$ cat config.mk
export PLATFORM = sky130hd
export DESIGN_NAME = counter_mod_n
export DESIGN_NICKNAME = d
export VERILOG_FILES = /design/src/rtl/counter_pkg.sv /design/src/rtl/counter_autorepeat.sv /design/src/rtl/counter_mod_n.sv
export SDC_FILE = /design/constraint.sdc
export NUM_CORES = 1
export LEC_CHECK = 0
export ABC_AREA = 1
export BUFFER_PORTS_ARGS = -buffer_cell sky130_fd_sc_hd__buf_4
export CORE_MARGIN = 4
export CORE_UTILIZATION = 49
export DETAILED_ROUTE_END_ITERATION = 10
export PLACE_DENSITY_LB_ADDON = 0.05
export REMOVE_ABC_BUFFERS = 1
export SYNTH_ARGS = -nofsm -noshare
export SYNTH_HDL_FRONTEND = slang
export SYNTH_HIERARCHICAL = 1
export SYNTH_SLANG_ARGS = --single-unit
$ cat constraint.sdc
create_clock -name i_clk -period 1.7 [get_ports i_clk]
set_input_delay 0 -clock i_clk [delete_from_list [all_inputs] [get_ports i_clk]]
set_output_delay 0 -clock i_clk [all_outputs]
set_load 0.02 [all_outputs]
$ cat src/rtl/counter_pkg.sv
// Shared types and helpers for the modulo-N counter family.
package counter_pkg;

    typedef enum logic [1:0] {
        DIR_NONE = 2'd0,
        DIR_UP   = 2'd1,
        DIR_DOWN = 2'd2
    } dir_e;

    typedef enum logic [1:0] {
        IDLE   = 2'd0,
        DELAY  = 2'd1,
        REPEAT = 2'd2
    } rep_state_e;

    // Bits needed to hold 0..n-1, never less than one.
    function automatic int unsigned cnt_width(input int unsigned n);
        return (n < 2) ? 1 : $clog2(n);
    endfunction

endpackage

$ cat src/rtl/counter_autorepeat.sv
// Held-button auto-repeat front end: first step on press, then after REP_DELAY
// enabled ticks, then every REP_PERIOD enabled ticks. Emits a combinational step strobe.
module counter_autorepeat
    import counter_pkg::*;
#(
    parameter int unsigned REP_DELAY  = 500,
    parameter int unsigned REP_PERIOD = 100
) (
    input  logic i_clk,
    input  logic i_rstn,
    input  logic i_en,
    input  logic i_up,
    input  logic i_down,
    input  logic i_load,
    output logic o_step_c,
    output dir_e o_dir_c
);

    localparam int unsigned TMAX = (REP_DELAY > REP_PERIOD) ? REP_DELAY : REP_PERIOD;
    localparam int unsigned TW   = cnt_width(TMAX + 1);

    rep_state_e      state_q, state_d;
    logic [TW-1:0]   timer_q, timer_d;
    dir_e            dir_q, dir_d;
    dir_e            req_dir;

    // Exactly one request held; both or neither counts as released.
    always_comb begin
        req_dir = DIR_NONE;
        if (i_up && !i_down) begin
            req_dir = DIR_UP;
        end else if (i_down && !i_up) begin
            req_dir = DIR_DOWN;
        end
    end

    always_ff @(posedge i_clk or negedge i_rstn) begin
        if (!i_rstn) begin
            state_q <= IDLE;
            timer_q <= '0;
            dir_q   <= DIR_NONE;
        end else begin
            state_q <= state_d;
            timer_q <= timer_d;
            dir_q   <= dir_d;
        end
    end

    // Timer reaching one on an enabled tick means this tick is the step.
    always_comb begin
        state_d  = state_q;
        timer_d  = timer_q;
        dir_d    = dir_q;
        o_step_c = 1'b0;
        o_dir_c  = DIR_NONE;
        if (i_load || req_dir == DIR_NONE) begin
            state_d = IDLE;
            timer_d = '0;
            dir_d   = DIR_NONE;
        end else if (i_en) begin
            if (state_q == IDLE || req_dir != dir_q) begin
                o_step_c = 1'b1;
                o_dir_c  = req_dir;
                state_d  = DELAY;
                timer_d  = TW'(REP_DELAY);
                dir_d    = req_dir;
            end else if (timer_q <= TW'(1)) begin
                o_step_c = 1'b1;
                o_dir_c  = req_dir;
                state_d  = REPEAT;
                timer_d  = TW'(REP_PERIOD);
            end else begin
                timer_d  = timer_q - TW'(1);
            end
        end
    end

endmodule

$ cat src/rtl/counter_mod_n.sv
// Modulo-N up/down counter with cascade enable, clamped load and wrap pulses.
// Define COUNTER_MOD_N_AUTOREPEAT_EN to drive steps from the held-button auto-repeat FSM.
module counter_mod_n
    import counter_pkg::*;
#(
    parameter  int unsigned MOD        = 24,
    parameter  int unsigned RST_VAL    = 0,
    parameter  int unsigned REP_DELAY  = 500,
    parameter  int unsigned REP_PERIOD = 100,
    localparam int unsigned W          = cnt_width(MOD)
) (
    input  logic         i_clk,
    input  logic         i_rstn,
    input  logic         i_en,
    input  logic         i_up,
    input  logic         i_down,
    input  logic         i_load,
    input  logic [W-1:0] i_load_val,
    output logic [W-1:0] o_count,
    output logic         o_carryup,
    output logic         o_borrowdown,
    output logic         o_at_max,
    output logic         o_at_zero
);

    localparam logic [W-1:0] MAX_VAL = W'(MOD - 1);
    localparam logic [W-1:0] RST_CNT = W'(RST_VAL);
    localparam logic [W:0]   MOD_EXT = (W + 1)'(MOD);

    if (MOD < 2 || RST_VAL >= MOD || REP_DELAY < 1 || REP_PERIOD < 1) begin : g_param_err
        $error("counter_mod_n: illegal parameter set");
    end

    logic         step;
    dir_e         step_dir;
    logic [W-1:0] cnt_d;
    logic         carry_d;
    logic         borrow_d;

`ifdef COUNTER_MOD_N_AUTOREPEAT_EN
    counter_autorepeat #(
        .REP_DELAY  (REP_DELAY),
        .REP_PERIOD (REP_PERIOD)
    ) u_autorepeat (
        .i_clk    (i_clk),
        .i_rstn   (i_rstn),
        .i_en     (i_en),
        .i_up     (i_up),
        .i_down   (i_down),
        .i_load   (i_load),
        .o_step_c (step),
        .o_dir_c  (step_dir)
    );
`else
    // Level mode: one step per enabled cycle with exactly one request.
    always_comb begin
        step     = i_en & (i_up ^ i_down);
        step_dir = i_up ? DIR_UP : DIR_DOWN;
    end
`endif

    always_comb begin
        cnt_d    = o_count;
        carry_d  = 1'b0;
        borrow_d = 1'b0;
        if (i_load) begin
            cnt_d = ({1'b0, i_load_val} >= MOD_EXT) ? MAX_VAL : i_load_val;
        end else if (step) begin
            case (step_dir)
                DIR_UP: begin
                    if (o_count == MAX_VAL) begin
                        cnt_d   = '0;
                        carry_d = 1'b1;
                    end else begin
                        cnt_d = o_count + W'(1);
                    end
                end
                DIR_DOWN: begin
                    if (o_count == '0) begin
                        cnt_d    = MAX_VAL;
                        borrow_d = 1'b1;
                    end else begin
                        cnt_d = o_count - W'(1);
                    end
                end
                default: ;
            endcase
        end
    end

    // Flags are registered from the next count so they track o_count exactly.
    always_ff @(posedge i_clk or negedge i_rstn) begin
        if (!i_rstn) begin
            o_count      <= RST_CNT;
            o_carryup    <= 1'b0;
            o_borrowdown <= 1'b0;
            o_at_max     <= (RST_CNT == MAX_VAL);
            o_at_zero    <= (RST_CNT == '0);
        end else begin
            o_count      <= cnt_d;
            o_carryup    <= carry_d;
            o_borrowdown <= borrow_d;
            o_at_max     <= (cnt_d == MAX_VAL);
            o_at_zero    <= (cnt_d == '0);
        end
    end

endmodule

==> impl_metrics.csv <==
group,metric,value,unit
drt,route.detailed.vias_per_inst,5.22,
sta,hold_viol_final,0,
sta,rsz_0062_raised_after_global_routing,"false",
sta,timing.final.crit_share,88.0,%
global_routing,grt-ovfl-total,0,
global_routing,globalRouteTotalUtil,17.4,%
power,p_leak,0.476,nW
synth,ys_async_rst_share,100,%
clock_network,clkSlewWorstSetupHoldPaths,60,ps
worst_setup_path,worst-endpoint-required,1890,ps
worst_setup_path,r2r_slack,200,ps
placed_design,io_buffers,19,
worst_setup_path,r2r_start,"o_count[1]",
floorplan,floorplan.rows,13,
sta,slew_margin_rel,78.7,%
synth,post-synth-top-count-cell,"nand2_1",
min_path,min_delay_path_depth,3,
power,power_density,737,nW/um2
synth,synthDominantAreaCellType,"dfrtp_1",
sta,period_needed,1500,ps
clock_network,clk_root_buffer_cell,"clkbuf_4",
sta,worst_pin_slew,320,ps
run_status,run_status,"finished clean",
drt,via_count,731,
drt,routedWlPerCell,11.4,um
sta,max_freq,668,MHz
drt,detailedRoute.firstIterationViolations,9,
synth,sequential_share_of_the_synthesized_area,32.8,%
clock_network,worst_skew_pair.late_latency,260,ps
global_routing,grt_start_max_net_pins,12,
worst_setup_path,critical_path_peak_fanout,6,
clock_network,cts.path.max_buffers,2,
final_layout,nets,139,
placed_design,dpl.hpwl,1.29,mm
synth,synth_area_leaders,"dfrtp_1 (29%), nand2_1 (19%), nand3_1 (8.7%)",
synth,yosysTopAreaCellShare,29.0,%
worst_setup_path,critical_path.reg2reg.endpoint,"o_at_max",
clock_network,h_tree_level_count,1,
sta,clock-skew-final,5.72,ps
worst_setup_path,timing.critical_path.arrival,1680,ps
placed_design,finalWeightedCongestion,0.828,
final_layout,drive_gt1_share,31.2,%
power,peakVddDrop,0.426,mV
final_layout,finish.utilization,66.1,%
worst_setup_path,timing.setup.critical_path_class,"flip-flop to flip-flop",
min_path,hold_class,"primary input to flip-flop",
drt,routed_wl,1.59,mm
clock_network,numCtsBuffers,3,
synth,synth_area,689,um2
clock_network,cts.sinks,9,
min_path,hold_path_end,"o_count[4]",
synth,syn_avg_cell_area,6.69,um2
floorplan,fp.coreArea,1320,um2
final_layout,diodes,0,
final_layout,layout_stage_area_growth_over_the_synthesis_result,26.3,%
worst_setup_path,worstSetupStartpointType,"flip-flop",
synth,postSynthCellCount,103,
sta,timing_max_transition_violations_final,0,
synth,yosysWarnings,6,
synth,synth_flop_cell,"dfrtp_1",
clock_network,cts_setup_buffers,0,
drt,drt_pre_antenna_iters,4,
clock_network,cts_tree,"done",
synth,synth-edff-count,0,
floorplan,die_ar,2070,um2
floorplan,num_io_pins,20,
drt,count_of_antenna_violating_nets_left_after_detailed_routing,0,
global_routing,first_pass_grt_wire_length,2.59,mm
min_path,hold_start,"i_load_val[4]",
sta,fin_setup_tns,0,ps
global_routing,grt_antenna_before_repair,0,
floorplan,initial_core_utilization,52.3,%
global_routing,grt_pass1_vias,640,
synth,post_synth_most_frequent_cells,"nand2_1 (34), nand3_1 (12), inv_1 (11)",
drt,drc_errors,0,
flow_run,drv.max_cap_violation_count,0,
floorplan,fp.dieH,45.5,um
synth,ys_types,19,
sta,finalSetupViolations,0,
synth,synth_seq_cells,9,
floorplan,die_x,45.5,um
worst_setup_path,r2r.worst_path.cells,8,
worst_setup_path,cp-end-kind,"flip-flop",
cell usage in the layout, fill, tap and decap left out, types with 2 or more instances in the layout:
master and count:
nand3_2 3, nand4_1 3, buf_4 19, dfrtp_1 8, nand3_1 12, a21oi_1 4
clkbuf_4 3, nor2_2 3, nor2_1 8, ha_1 2, nand2_1 34, nand2_2 5
o21ai_0 2, inv_2 3, inv_1 10
critical path: stages, from the launching register on:
cell     delay [ps]
dfrtp_1         440
inv_1           100
ha_1            200
nand4_1         170
nand3_1         120
nand2_1          80
nand2_2          90
nand2_1          60
nor3_2          160
how the worst max path moves through the flow:
stage,slack [ps],start,cells past startpoint,end
2_1_floorplan,210,o_count[0],9,o_at_zero
4_1_cts,160,o_count[0],8,o_at_max
5_1_grt,10,o_count[0],8,o_at_max
3_5_place_dp,160,o_count[0],8,o_at_max
6_report,200,o_count[1],8,o_at_max
3_3_place_gp,170,o_count[0],8,o_at_max
logic make-up (layout without fill, tap and decap cells):
group / count (synthesis) / after routing / synth area share, %
AO/OA/AOI/OAI: 7 / 7 / 5.08
adder cells (fa/ha/maj): 2 / 2 / 3.63
buffers and inverters: 15 / 37 / 9.44
flip-flops: 9 / 9 / 32.8
AND/OR/NAND/NOR: 70 / 70 / 49.0
where the power goes:
part	leakage [nW]	internal [mW]	switching [mW]
clock network	0.0150	0.0903	0.0729
logic	0.350	0.0877	0.134
registers	0.112	0.231	0.0258
total	0.476	0.409	0.233
per-stage QoR:
stage | worst slack, ps | area (um2) | total power, mW | instances | hold slack (ps)
detailed placement | 163 | 835 | 0.478 | 135 | -174
global placement | 170 | 835 | 0.476 | 135 | -174
finish | 204 | 871 | 0.642 | 140 | 10.6
global route | 12.5 | 871 | 0.686 | 140 | 4.74
floorplan | 208 | 673 | 0.396 | 101 | -296
CTS | 156 | 871 | 0.647 | 140 | 2.56
sequential cells by signal, indices dropped and copies added, names as in the netlist:
name and flops:
o_at_zero 1, o_at_max 1, o_count 5, o_borrowdown 1, o_carryup 1
layer usage:
layer / vias to the layer above / wire, um / global-route usage, % / share of wire (%)
met2: 36 / 723 / 26.7 / 46
met4: 0 / 28 / 7.02 / 1.8
met1: 321 / 678 / 22.0 / 43
met3: 4 / 158 / 6.32 / 9.9
met5: - / 0 / 0 / 0
li1: 370 / - / - / -
timing repair:
action | 4_1_cts | 5_1_grt
resized for setup | 0 | 1
endpoints found under the setup margin | 0 | 1
hold endpoints to repair | 9 | 0
hold buffers | 1 | 0
cell type report:
type                            count  area, um2
Inverter                           13       48.8
Sequential cell                     9        226
Fill cell                         132        447
Timing Repair Buffer               20        153
Clock buffer                        4       26.3
Tap cell                           15       18.8
Multi-Input combinational cell     79        398
(Power assumes the default switching activity.)
